File: src/rtl/riscv_fetch_buffer_pkg.sv
// -----------------------------------------------------------------------------
// riscv_fetch_buffer_pkg
// Shared definitions for the instruction fetch buffer: the reset vector, the
// fetch request/response and decode-input record types, the fetch credit
// count, and the PC increment helper.
// No ports (package).
// -----------------------------------------------------------------------------
package riscv_fetch_buffer_pkg;

   // Address of the first instruction fetched after reset.
   localparam logic [31:0] RISCV_RESET_VECTOR = 32'h0000_0000;

   // Requests in flight plus buffered instructions may never exceed this;
   // it equals the FIFO depth so every response is guaranteed a slot.
   localparam int unsigned FETCH_CREDITS = 2;

   // Request presented to instruction memory.
   typedef struct packed {
      logic        valid;
      logic [31:0] address;
   } ifetch_req_t;

   // In-order response returned by instruction memory.
   typedef struct packed {
      logic        valid;
      logic [31:0] data;
   } ifetch_resp_t;

   // One buffered instruction as seen by the decoder.
   typedef struct packed {
      logic [31:0] instruction;
      logic [31:0] pc;
   } dec_in_t;

   // Sequential PC; wraps modulo 2^32.
   function automatic logic [31:0] pc_next(input logic [31:0] pc);
      return pc + 32'd4;
   endfunction

endpackage : riscv_fetch_buffer_pkg

File: src/rtl/riscv_fetch_buffer_if.sv
// -----------------------------------------------------------------------------
// riscv_fetch_buffer_if
// Bundles the fetch buffer's memory, redirect and decode signals.
//   ifetch_req_valid/ready/address : fetch request handshake
//   ifetch_resp_valid/data         : in-order response from memory
//   flush/flush_pc                 : redirect from execute
//   dec_valid/ready/instruction/pc : instruction handshake to the decoder
// Modports:
//   master : the fetch buffer itself
//   slave  : the environment (memory, execute and decoder side)
// -----------------------------------------------------------------------------
interface riscv_fetch_buffer_if;

   logic        ifetch_req_valid;
   logic        ifetch_req_ready;
   logic [31:0] ifetch_req_address;
   logic        ifetch_resp_valid;
   logic [31:0] ifetch_resp_data;
   logic        flush;
   logic [31:0] flush_pc;
   logic        dec_valid;
   logic        dec_ready;
   logic [31:0] dec_instruction;
   logic [31:0] dec_pc;

   modport master (
      output ifetch_req_valid,
      input  ifetch_req_ready,
      output ifetch_req_address,
      input  ifetch_resp_valid,
      input  ifetch_resp_data,
      input  flush,
      input  flush_pc,
      output dec_valid,
      input  dec_ready,
      output dec_instruction,
      output dec_pc
   );

   modport slave (
      input  ifetch_req_valid,
      output ifetch_req_ready,
      input  ifetch_req_address,
      output ifetch_resp_valid,
      output ifetch_resp_data,
      output flush,
      output flush_pc,
      input  dec_valid,
      output dec_ready,
      input  dec_instruction,
      input  dec_pc
   );

endinterface : riscv_fetch_buffer_if

File: src/rtl/riscv_fetch_fifo2.sv
// -----------------------------------------------------------------------------
// riscv_fetch_fifo2
// Two-entry FIFO of {instruction, pc}. Entry 0 is always the head. Supports
// push and pop in the same cycle at any occupancy (no bubble); flush empties
// it and wins over push/pop. The head reads as zero while empty.
// Ports:
//   clk, reset   : clock, synchronous active-high reset
//   flush_i      : discard all entries
//   push_i       : write push_data_i (ignored when full and not popping)
//   push_data_i  : entry to write
//   pop_i        : remove the head (ignored when empty)
//   head_o       : current head entry, zero when empty
//   empty_o      : no entries
//   full_o       : two entries
//   count_o      : occupancy 0..2
// -----------------------------------------------------------------------------
module riscv_fetch_fifo2
   import riscv_fetch_buffer_pkg::*;
(
   input  logic       clk,
   input  logic       reset,
   input  logic       flush_i,
   input  logic       push_i,
   input  dec_in_t    push_data_i,
   input  logic       pop_i,
   output dec_in_t    head_o,
   output logic       empty_o,
   output logic       full_o,
   output logic [1:0] count_o
);

   dec_in_t    entry_q [2];
   dec_in_t    entry_d [2];
   logic [1:0] count_q, count_d;
   logic       push_eff, pop_eff;

   assign pop_eff  = pop_i && (count_q != 2'd0);
   assign push_eff = push_i && ((count_q != 2'd2) || pop_eff);

   always_comb begin
      // NOTE: every next-state signal gets a default first so no path leaves it unassigned (no latch).
      entry_d = entry_q;
      count_d = count_q;
      if (flush_i) begin
         count_d = 2'd0;
      end else begin
         case ({push_eff, pop_eff})
            2'b10: begin
               // count is 0 or 1 here: write the first free slot.
               entry_d[count_q[0]] = push_data_i;
               count_d             = count_q + 2'd1;
            end
            2'b01: begin
               entry_d[0] = entry_q[1];
               count_d    = count_q - 2'd1;
            end
            2'b11: begin
               // Occupancy unchanged; the new entry lands behind the survivor.
               if (count_q == 2'd2) begin
                  entry_d[0] = entry_q[1];
                  entry_d[1] = push_data_i;
               end else begin
                  entry_d[0] = push_data_i;
               end
            end
            default: ;
         endcase
      end
   end

   // NOTE: sequential state uses non-blocking assignments so all flops update together at the edge.
   always_ff @(posedge clk) begin
      if (reset) begin
         count_q <= 2'd0;
      end else begin
         count_q <= count_d;
      end
   end

   // NOTE: the data storage is deliberately not reset; count_q alone decides which entries are valid.
   always_ff @(posedge clk) begin
      entry_q <= entry_d;
   end

   assign empty_o = (count_q == 2'd0);
   assign full_o  = (count_q == 2'd2);
   assign count_o = count_q;
   assign head_o  = empty_o ? '0 : entry_q[0];

endmodule : riscv_fetch_fifo2

File: src/rtl/riscv_fetch_buffer.sv
// -----------------------------------------------------------------------------
// riscv_fetch_buffer
// Instruction fetch front end: issues word-aligned fetch requests, tracks
// responses in order, buffers up to two instructions for the decoder and
// handles redirects by discarding responses to requests already in flight.
// A request is only issued while (outstanding + occupancy) < 2, so every
// response is guaranteed a FIFO slot.
// Ports:
//   clk    : sole clock, rising edge
//   reset  : synchronous active-high reset
//   bus    : riscv_fetch_buffer_if.master (memory request/response, flush,
//            decoder handshake)
// Configuration:
//   RISCV_FETCH_BUFFER_BYPASS_EN : when defined, a non-dropped response to an
//   empty FIFO is presented to the decoder combinationally in the same cycle
//   and is not stored if the decoder takes it. Undefined (default): responses
//   are always registered, one cycle of fetch-to-decode latency.
// -----------------------------------------------------------------------------
module riscv_fetch_buffer
   import riscv_fetch_buffer_pkg::*;
(
   input logic                  clk,
   input logic                  reset,
   riscv_fetch_buffer_if.master bus
);

   logic [31:0] fetch_pc_q, fetch_pc_d;
   logic [31:0] resp_pc_q, resp_pc_d;
   logic [1:0]  outstanding_q, outstanding_d;
   logic [1:0]  drop_count_q, drop_count_d;

   ifetch_req_t  req;
   ifetch_resp_t resp;
   dec_in_t      push_entry;
   dec_in_t      fifo_head;
   dec_in_t      dec_out;
   logic         fifo_push, fifo_pop, fifo_full, fifo_empty;
   logic [1:0]   occupancy;
   logic [2:0]   credits_used;
   logic         req_fire, resp_keep, resp_drop, dec_valid;

   assign resp.valid = bus.ifetch_resp_valid;
   assign resp.data  = bus.ifetch_resp_data;

   assign credits_used = {1'b0, outstanding_q} + {1'b0, occupancy};

   // Reset gates the request so nothing is issued before state has cleared.
   assign req.valid   = !reset && !bus.flush && (credits_used < 3'(FETCH_CREDITS));
   assign req.address = {fetch_pc_q[31:2], 2'b00};
   assign req_fire    = req.valid && bus.ifetch_req_ready;

   // Responses owed to requests issued before a flush are discarded.
   assign resp_keep  = resp.valid && (drop_count_q == 2'd0);
   assign resp_drop  = resp.valid && (drop_count_q != 2'd0);
   assign push_entry = '{instruction: resp.data, pc: resp_pc_q};

`ifdef RISCV_FETCH_BUFFER_BYPASS_EN
   logic bypass_hit;

   // A kept response to an empty FIFO goes straight to the decoder; it is
   // only stored if the decoder cannot take it this cycle.
   assign bypass_hit = resp_keep && fifo_empty && !bus.flush;
   assign dec_valid  = !reset && (!fifo_empty || bypass_hit);
   assign dec_out    = !fifo_empty ? fifo_head : (bypass_hit ? push_entry : '0);
   assign fifo_push  = resp_keep && !bus.flush && !(bypass_hit && bus.dec_ready);
`else
   assign dec_valid = !reset && !fifo_empty;
   assign dec_out   = fifo_head;
   assign fifo_push = resp_keep && !bus.flush;
`endif

   assign fifo_pop = !fifo_empty && bus.dec_ready && !bus.flush;

   riscv_fetch_fifo2 u_fifo (
      .clk         (clk),
      .reset       (reset),
      .flush_i     (bus.flush),
      .push_i      (fifo_push),
      .push_data_i (push_entry),
      .pop_i       (fifo_pop),
      .head_o      (fifo_head),
      .empty_o     (fifo_empty),
      .full_o      (fifo_full),
      .count_o     (occupancy)
   );

   always_comb begin
      fetch_pc_d    = fetch_pc_q;
      resp_pc_d     = resp_pc_q;
      drop_count_d  = drop_count_q;
      // req_fire is already low during a flush, so this holds either way.
      outstanding_d = outstanding_q + {1'b0, req_fire} - {1'b0, resp.valid};
      if (bus.flush) begin
         fetch_pc_d = bus.flush_pc;
         resp_pc_d  = bus.flush_pc;
         // Everything still in flight after this edge is stale.
         drop_count_d = outstanding_q - {1'b0, resp.valid};
      end else begin
         if (req_fire)  fetch_pc_d   = pc_next(fetch_pc_q);
         if (resp_keep) resp_pc_d    = pc_next(resp_pc_q);
         if (resp_drop) drop_count_d = drop_count_q - 2'd1;
      end
   end

   always_ff @(posedge clk) begin
      if (reset) begin
         fetch_pc_q    <= RISCV_RESET_VECTOR;
         resp_pc_q     <= RISCV_RESET_VECTOR;
         outstanding_q <= 2'd0;
         drop_count_q  <= 2'd0;
      end else begin
         fetch_pc_q    <= fetch_pc_d;
         resp_pc_q     <= resp_pc_d;
         outstanding_q <= outstanding_d;
         drop_count_q  <= drop_count_d;
      end
   end

   assign bus.ifetch_req_valid   = req.valid;
   assign bus.ifetch_req_address = req.address;
   assign bus.dec_valid          = dec_valid;
   assign bus.dec_instruction    = dec_out.instruction;
   assign bus.dec_pc             = dec_out.pc;

endmodule : riscv_fetch_buffer

File: src/flat_wrapper.sv
// flat-port wrapper written by rule: the top's interface ports become plain ports
module riscv_fetch_buffer_flat import riscv_fetch_buffer_pkg::*;
  (clk, reset, bus_ifetch_req_valid, bus_ifetch_req_ready, bus_ifetch_req_address, bus_ifetch_resp_valid, bus_ifetch_resp_data, bus_flush, bus_flush_pc, bus_dec_valid, bus_dec_ready, bus_dec_instruction, bus_dec_pc);
  riscv_fetch_buffer_if bus_i ();
  input logic clk;
  input logic reset;
  output wire logic [$bits(bus_i.ifetch_req_valid)-1:0] bus_ifetch_req_valid;
  input wire logic [$bits(bus_i.ifetch_req_ready)-1:0] bus_ifetch_req_ready;
  output wire logic [$bits(bus_i.ifetch_req_address)-1:0] bus_ifetch_req_address;
  input wire logic [$bits(bus_i.ifetch_resp_valid)-1:0] bus_ifetch_resp_valid;
  input wire logic [$bits(bus_i.ifetch_resp_data)-1:0] bus_ifetch_resp_data;
  input wire logic [$bits(bus_i.flush)-1:0] bus_flush;
  input wire logic [$bits(bus_i.flush_pc)-1:0] bus_flush_pc;
  output wire logic [$bits(bus_i.dec_valid)-1:0] bus_dec_valid;
  input wire logic [$bits(bus_i.dec_ready)-1:0] bus_dec_ready;
  output wire logic [$bits(bus_i.dec_instruction)-1:0] bus_dec_instruction;
  output wire logic [$bits(bus_i.dec_pc)-1:0] bus_dec_pc;
  assign bus_ifetch_req_valid = bus_i.ifetch_req_valid;
  assign bus_i.ifetch_req_ready = bus_ifetch_req_ready;
  assign bus_ifetch_req_address = bus_i.ifetch_req_address;
  assign bus_i.ifetch_resp_valid = bus_ifetch_resp_valid;
  assign bus_i.ifetch_resp_data = bus_ifetch_resp_data;
  assign bus_i.flush = bus_flush;
  assign bus_i.flush_pc = bus_flush_pc;
  assign bus_dec_valid = bus_i.dec_valid;
  assign bus_i.dec_ready = bus_dec_ready;
  assign bus_dec_instruction = bus_i.dec_instruction;
  assign bus_dec_pc = bus_i.dec_pc;
  riscv_fetch_buffer u_core (.clk(clk), .reset(reset), .bus(bus_i));
endmodule
File: config.mk
export PLATFORM = sky130hd
export DESIGN_NAME = riscv_fetch_buffer_flat
export DESIGN_NICKNAME = d
export VERILOG_FILES = /design/src/rtl/riscv_fetch_buffer_pkg.sv /design/src/rtl/riscv_fetch_buffer_if.sv /design/src/rtl/riscv_fetch_fifo2.sv /design/src/rtl/riscv_fetch_buffer.sv /design/src/flat_wrapper.sv
export SDC_FILE = /design/constraint.sdc
export NUM_CORES = 1
export LEC_CHECK = 0
export ABC_AREA = 1
export CAP_MARGIN = 10
export CORE_UTILIZATION = 45
export CTS_CLUSTER_SIZE = 24
export DETAILED_ROUTE_END_ITERATION = 16
export PLACE_DENSITY = 0.65
export SETUP_SLACK_MARGIN = 0.5
export SYNTH_ARGS = -nofsm -noshare
export SYNTH_HDL_FRONTEND = slang
export SYNTH_SLANG_ARGS = --single-unit
File: constraint.sdc
create_clock -name clk -period 9.5 [get_ports clk]
set_clock_uncertainty 0.1 [all_clocks]
set_input_delay 2.375 -clock clk [delete_from_list [all_inputs] [get_ports clk]]
set_output_delay 2.375 -clock clk [all_outputs]
set_load 0.005 [all_outputs]
; ---- Yosys cells after proc, flatten, opt, wreduce, memory -nomap -nowiden
; Index checks and enable logic that the tools add are counted.
[totals]
ff_bits = 198
out_inout_bits = 98
wordCells = 73
[classes]
addsub = 9
magnitude_cmp = 3
n_eq_ne = 6
n_mux = 15
n_bitwise = 2
reduce_logical = 29
[ops]
columns = operator, n
row1 = 64-bit 2-to-1 mux, 4
row2 = 64-bit case mux with 3 select lines, 1
row3 = 128-bit bitwise mux, 1
row4 = 32-bit 2-to-1 mux, 4
row5 = 64-bit case mux with 2 select lines, 1
row6 = 32-bit by 3-bit adder with 32-bit output (second input constant), 2
row7 = 64-bit demux with 1-bit select, 1
row8 = 2-bit nonzero test, 7
row9 = 1-bit logical AND, 12
row10 = 2-bit == test (second input constant), 3
row11 = 2-bit logical NOT, 2
row12 = 2-bit 2-to-1 mux, 2
row13 = 2-bit case mux with 2 select lines, 1
row14 = 2-bit by 1-bit subtractor with 2-bit output, 2
row15 = 2-bit by 1-bit subtractor with 2-bit output (second input constant), 2
row16 = 2-bit by 2-bit adder with 3-bit output, 1
row17 = 1-bit logical NOT, 3
row18 = 3-bit by 2-bit < comparator with 1-bit output (second input constant), 1
row19 = 3-bit AND reduction, 1
row20 = 3-bit nonzero test, 1
row21 = 2-bit by 1-bit adder with 2-bit output, 1
row22 = 2-bit by 1-bit adder with 2-bit output (second input constant), 1
row23 = 2-bit by 1-bit == test with 1-bit output (second input constant), 1
row24 = 2-bit >= comparator (second input constant), 1
row25 = other kinds (8), 8

; ---- Depth between registers and ports, before layout
[logic_depth]
ltp_word = 10
ltp_mapped = 12
mapped_depth_nobuf = 11

; ---- Modules after synthesis
; A second synthesis with hierarchy kept.
[unflattened]
cells_unflattened = 1419
area_unflattened_um2 = 10730.3
[modules_own_cells]
columns = mod, instances, cells_each, area_per_inst_um2
row1 = riscv_fetch_fifo2, 1, 661, 6234.7
row2 = riscv_fetch_buffer, 1, 758, 4495.6

; ---- Worst setup path after synthesis
; Ideal clock, no wire load.
[synth_timing]
path_kind = in2reg
startpoint = input bus_flush
endpoint = register u_core.u_fifo.entry_q[0] in the netlist's numbering, enable pin
arrival_ns = 7.823
slack_ns = 0.999
cell_stages = 5
n_path_buf = 2
cell_sequence = buf_2 nor3_4 a21oi_1 buf_2 nor3b_1
[synth_via]
elab_chain_len = 8
elab_cells_between_ends = 12
cone_classes = eq/ne (3) / bitwise (1) / reduce/logical (8)
[synth_rtl]
columns = item, line
row1 = from (decl), flat_wrapper.sv:12  ; input wire logic [$bits(bus_i.flush)-1:0] bus_flush;
row2 = 1-bit logical NOT, "riscv_fetch_buffer.sv:69, riscv_fetch_buffer.sv:72"
row3 = 1-bit logical AND, riscv_fetch_buffer.sv:72  ; assign fifo_pop = !fifo_empty && bus.dec_ready && !bus.flush;
row4 = 1-bit logical AND, riscv_fetch_fifo2.sv:37  ; assign pop_eff = pop_i && (count_q != 2'd0);
row5 = 1-bit logical OR, riscv_fetch_fifo2.sv:38  ; assign push_eff = push_i && ((count_q != 2'd2) || pop_eff);
row6 = 1-bit logical AND, riscv_fetch_fifo2.sv:38
row7 = 2-bit == test, riscv_fetch_fifo2.sv:47  ; case ({push_eff, pop_eff})
row8 = 2-bit by 1-bit inequality test with 1-bit output (no line) or 2-bit nonzero test (tied branches), n/a
row9 = 3-bit AND reduction (no line) (*), n/a
row10 = to (signal assigned), riscv_fetch_fifo2.sv:82  ; entry_q <= entry_d;
row11 = to (decl), riscv_fetch_fifo2.sv:32  ; dec_in_t entry_q [2];
; Every way passes the cells marked *; elsewhere a longest branch is shown, timed or not.
; A chain may end at the register's enable or synchronous reset.

; ---- Worst setup path in the final report
[layout_timing]
startpoint = input bus_flush
endpoint = output bus_ifetch_req_valid
[layout_via]
elab_chain_len = 3
[layout_rtl]
columns = item, line
row1 = 1-bit logical NOT, riscv_fetch_buffer.sv:48  ; assign req.valid = !reset && !bus.flush && (credits_used < 3'(FETCH_CREDITS));
row2 = 1-bit logical AND (2 in series), riscv_fetch_buffer.sv:48
row3 = to (decl), flat_wrapper.sv:7  ; output wire logic [$bits(bus_i.ifetch_req_valid)-1:0] bus_ifetch_req_valid;
; No other way between the ends.

==> metrics.yaml <==
timing:
  rsz0062_at_grt: "no"
  finalSetupViolCount: 0
  fin_ws_ns: 2.95
  setup_tns_ns: 0
  hold_ws_ns: 0.409
  fin_crit_sh_pct: 69.0
  finalHoldViolCount: 0
  maxSlewViolCount: 0
  worstMarginPinSlew_ns: 0.920
  slew_headroom_pct: 38.6
  period_needed_ns: 6.55
  fmax_mhz: 153
placement:
  pre_cts_ws_ns: 2.93
  port_buffers: 165
  dpl.hpwl_mm: 19.5
  gp_congestion: 0.933
grt:
  grt_overflow: 0
  grt_max_degree: 67
  antenna_found_initial: 0
  grt_pass1_wl_mm: 46.0
  grtUsageTotal_pct: 24.5
  grt_pass1_vias: 8851
clock_network:
  cts_inserted_buffers: 17
  cts_root_buffer: "clkbuf_16"
  clkLatencyLatePin_ns: 0.45
  ctsResizeCount: 0
  cts_setup_buffers: 0
  cts_tree: "yes"
  clockBufferDepth: 2
  cts.sinks: 196
  clk_pin_slew_ns: 0.07
  hold_buffers: 0
  htreeDepth: 4
min_path:
  hp-class: "flop to flop"
  hold-path-cell-count: 2
synth:
  synth_seq_cells: 196
  syn_inst: 1367
  netlist_area_mm2: 0.0105
  synth-edff-count: 128
  ys_warn_count: 0
  yosysTopAreaCellShare_pct: 36.7
  synth_compound_area_share_pct: 12.2
  synth_xor_area_share_pct: 1.34
  yosys-top-cells-count: "288 x nand2_1, 225 x inv_1, 215 x nor2_1"
  synth_cell_types: 38
  syn_area_per_cell_um2: 7.65
  synth_area_leaders: "edfxtp_1 37%, dfxtp_1 13%, nand2_1 10%, inv_1 8.1%, nor2_1 7.7%"
  synth_fa_ha_area_share_pct: 0.789
  async_flop_share_pct: 0
  synth_top_family_by_area: "simple AND/OR/NAND/NOR gates"
  synth.largest_area_cell: "edfxtp_1"
  yosys.area_share.simple_pct: 25.0
  ys.flop_type: "edfxtp_1"
  synthMostInstantiatedCell: "nand2_1"
  synth.mux.area_fraction_pct: 0
  seq_area_frac_synth_pct: 49.7
critical_path:
  reg2reg_depth: 8
  crit_required_ns: 7.03
  critPathArrivalTime_ns: 4.08
  startpoint_type: "input port"
  critPathKind: "input port to primary output"
  cp-end-kind: "primary output"
  crit_path_max_fanout: 43
floorplanning:
  start_util_pct: 46.1
  die_y_um: 154
  die_area_mm2: 0.0239
  rows: 55
  io_pins: 168
  fp.coreArea_mm2: 0.0227
  die_x_um: 154
power_and_ir_drop:
  pwr_density_cell_mw_per_mm2: 151
  power.leakage_uw: 0.00497
  vdd_ir_drop_max_v: 0.000117
drt:
  wl_mm: 28.4
  routed-via-count: 9412
  viasPerCell: 5.23
  drtIter0Drc: 714
  ant_nets: 0
  firstDrtPassIters: 6
  wire_per_inst_um: 15.8
  drc_errors: 0
job:
  max_cap_viol_count: 0
final_layout:
  drive_above_1_share_pct: 3.83
  utilization_pct: 56.6
  area_delta_synth_final_pct: 22.9
  finalNetCount: 1576
  diodes: 0
outcome:
  status: "finished clean"
## through the flow
stage          area, um2  cells  total power [uW]
2_1_floorplan      10500   1368              1150
3_3_place_gp       12300   1766              1260
3_5_place_dp       12300   1766              1270
4_1_cts            12900   1798              1950
5_1_grt            12900   1798              2020
6_report           12900   1798              1940
## sequential cells by signal, indices dropped and copies added, names as in the netlist
register / flops
u_core.outstanding_q: 2
u_core.u_fifo.count_o: 2
u_core.resp_pc_q: 32
u_core.fetch_pc_q: 30
u_core.drop_count_q: 2
u_core.u_fifo.entry_q: 128
## area by class of cell
cell class                 count  area, um2
clock inverter                14        121
timing repair buffer         176       1730
clock buffer                  18        429
sequential                   196       5200
fill                        2147       9850
tap                          285        357
inverter                     229        860
multi-input combinational    880       4160
## where the power goes
part	internal (uW)	switching, uW	leakage [uW]
clock	344	348	0.000259
combinational	107	155	0.00307
sequential	954	34.9	0.00165
total	1400	538	0.00497
## worst paths after layout
check	startpoint	end	slack, ns
hold / removal	u_core.resp_pc_q[1]	u_core.resp_pc_q[1]	0.41
setup reg to reg	u_core.drop_count_q[1]	u_core.u_fifo.entry_q[127]	5.81
setup / recovery	bus_flush	bus_ifetch_req_valid	2.95
hold reg to reg	u_core.resp_pc_q[1]	u_core.resp_pc_q[1]	0.41
## critical path, cell delays in order
cell and delay, ns:
clkdlybuf4s50_1 0.39, buf_4 0.28, nor2_1 0.26, inv_1 0.09, nor3_1 0.14, clkdlybuf4s50_1 0.52
## logic make-up (layout without fill, tap and decap cells)
group / after synthesis / count (layout)
other cells: 1 / 2
compound gates: 215 / 215
xor+xnor: 16 / 16
fa+ha+maj: 6 / 6
buf+inv: 292 / 437
flops: 196 / 196
simple gates: 641 / 641
## per-layer routing
layer,wire (um),global-route usage [%],vias up,share of wire (%)
li1,-,-,4699,-
met1,13300,33.9,4344,47
met2,12900,39.5,330,45
met3,1650,3.39,39,5.8
met4,576,8.35,0,2.0
met5,0,0,-,0
## layout by cell type, fill, tap and decap left out, types with 2 or more instances in the layout
cell and n:
clkinv_4 3, nand4_1 6, edfxtp_1 128, a31oi_1 21
nor3_1 18, o31ai_1 2, nand3_1 104, nor2_1 215
xor2_1 15, o211ai_1 37, inv_6 3, nand2_2 3
a22oi_1 24, ha_1 5, nand2_1 287, a21oi_1 70
clkbuf_16 17, buf_4 11, a221oi_1 2, inv_1 225
inv_8 3, nor2_4 2, clkdlybuf4s50_1 164, dfxtp_1 68
clkinvlp_4 4, inv_2 3, o21ai_0 54, conb_1 2
(Power assumes the default switching activity.)
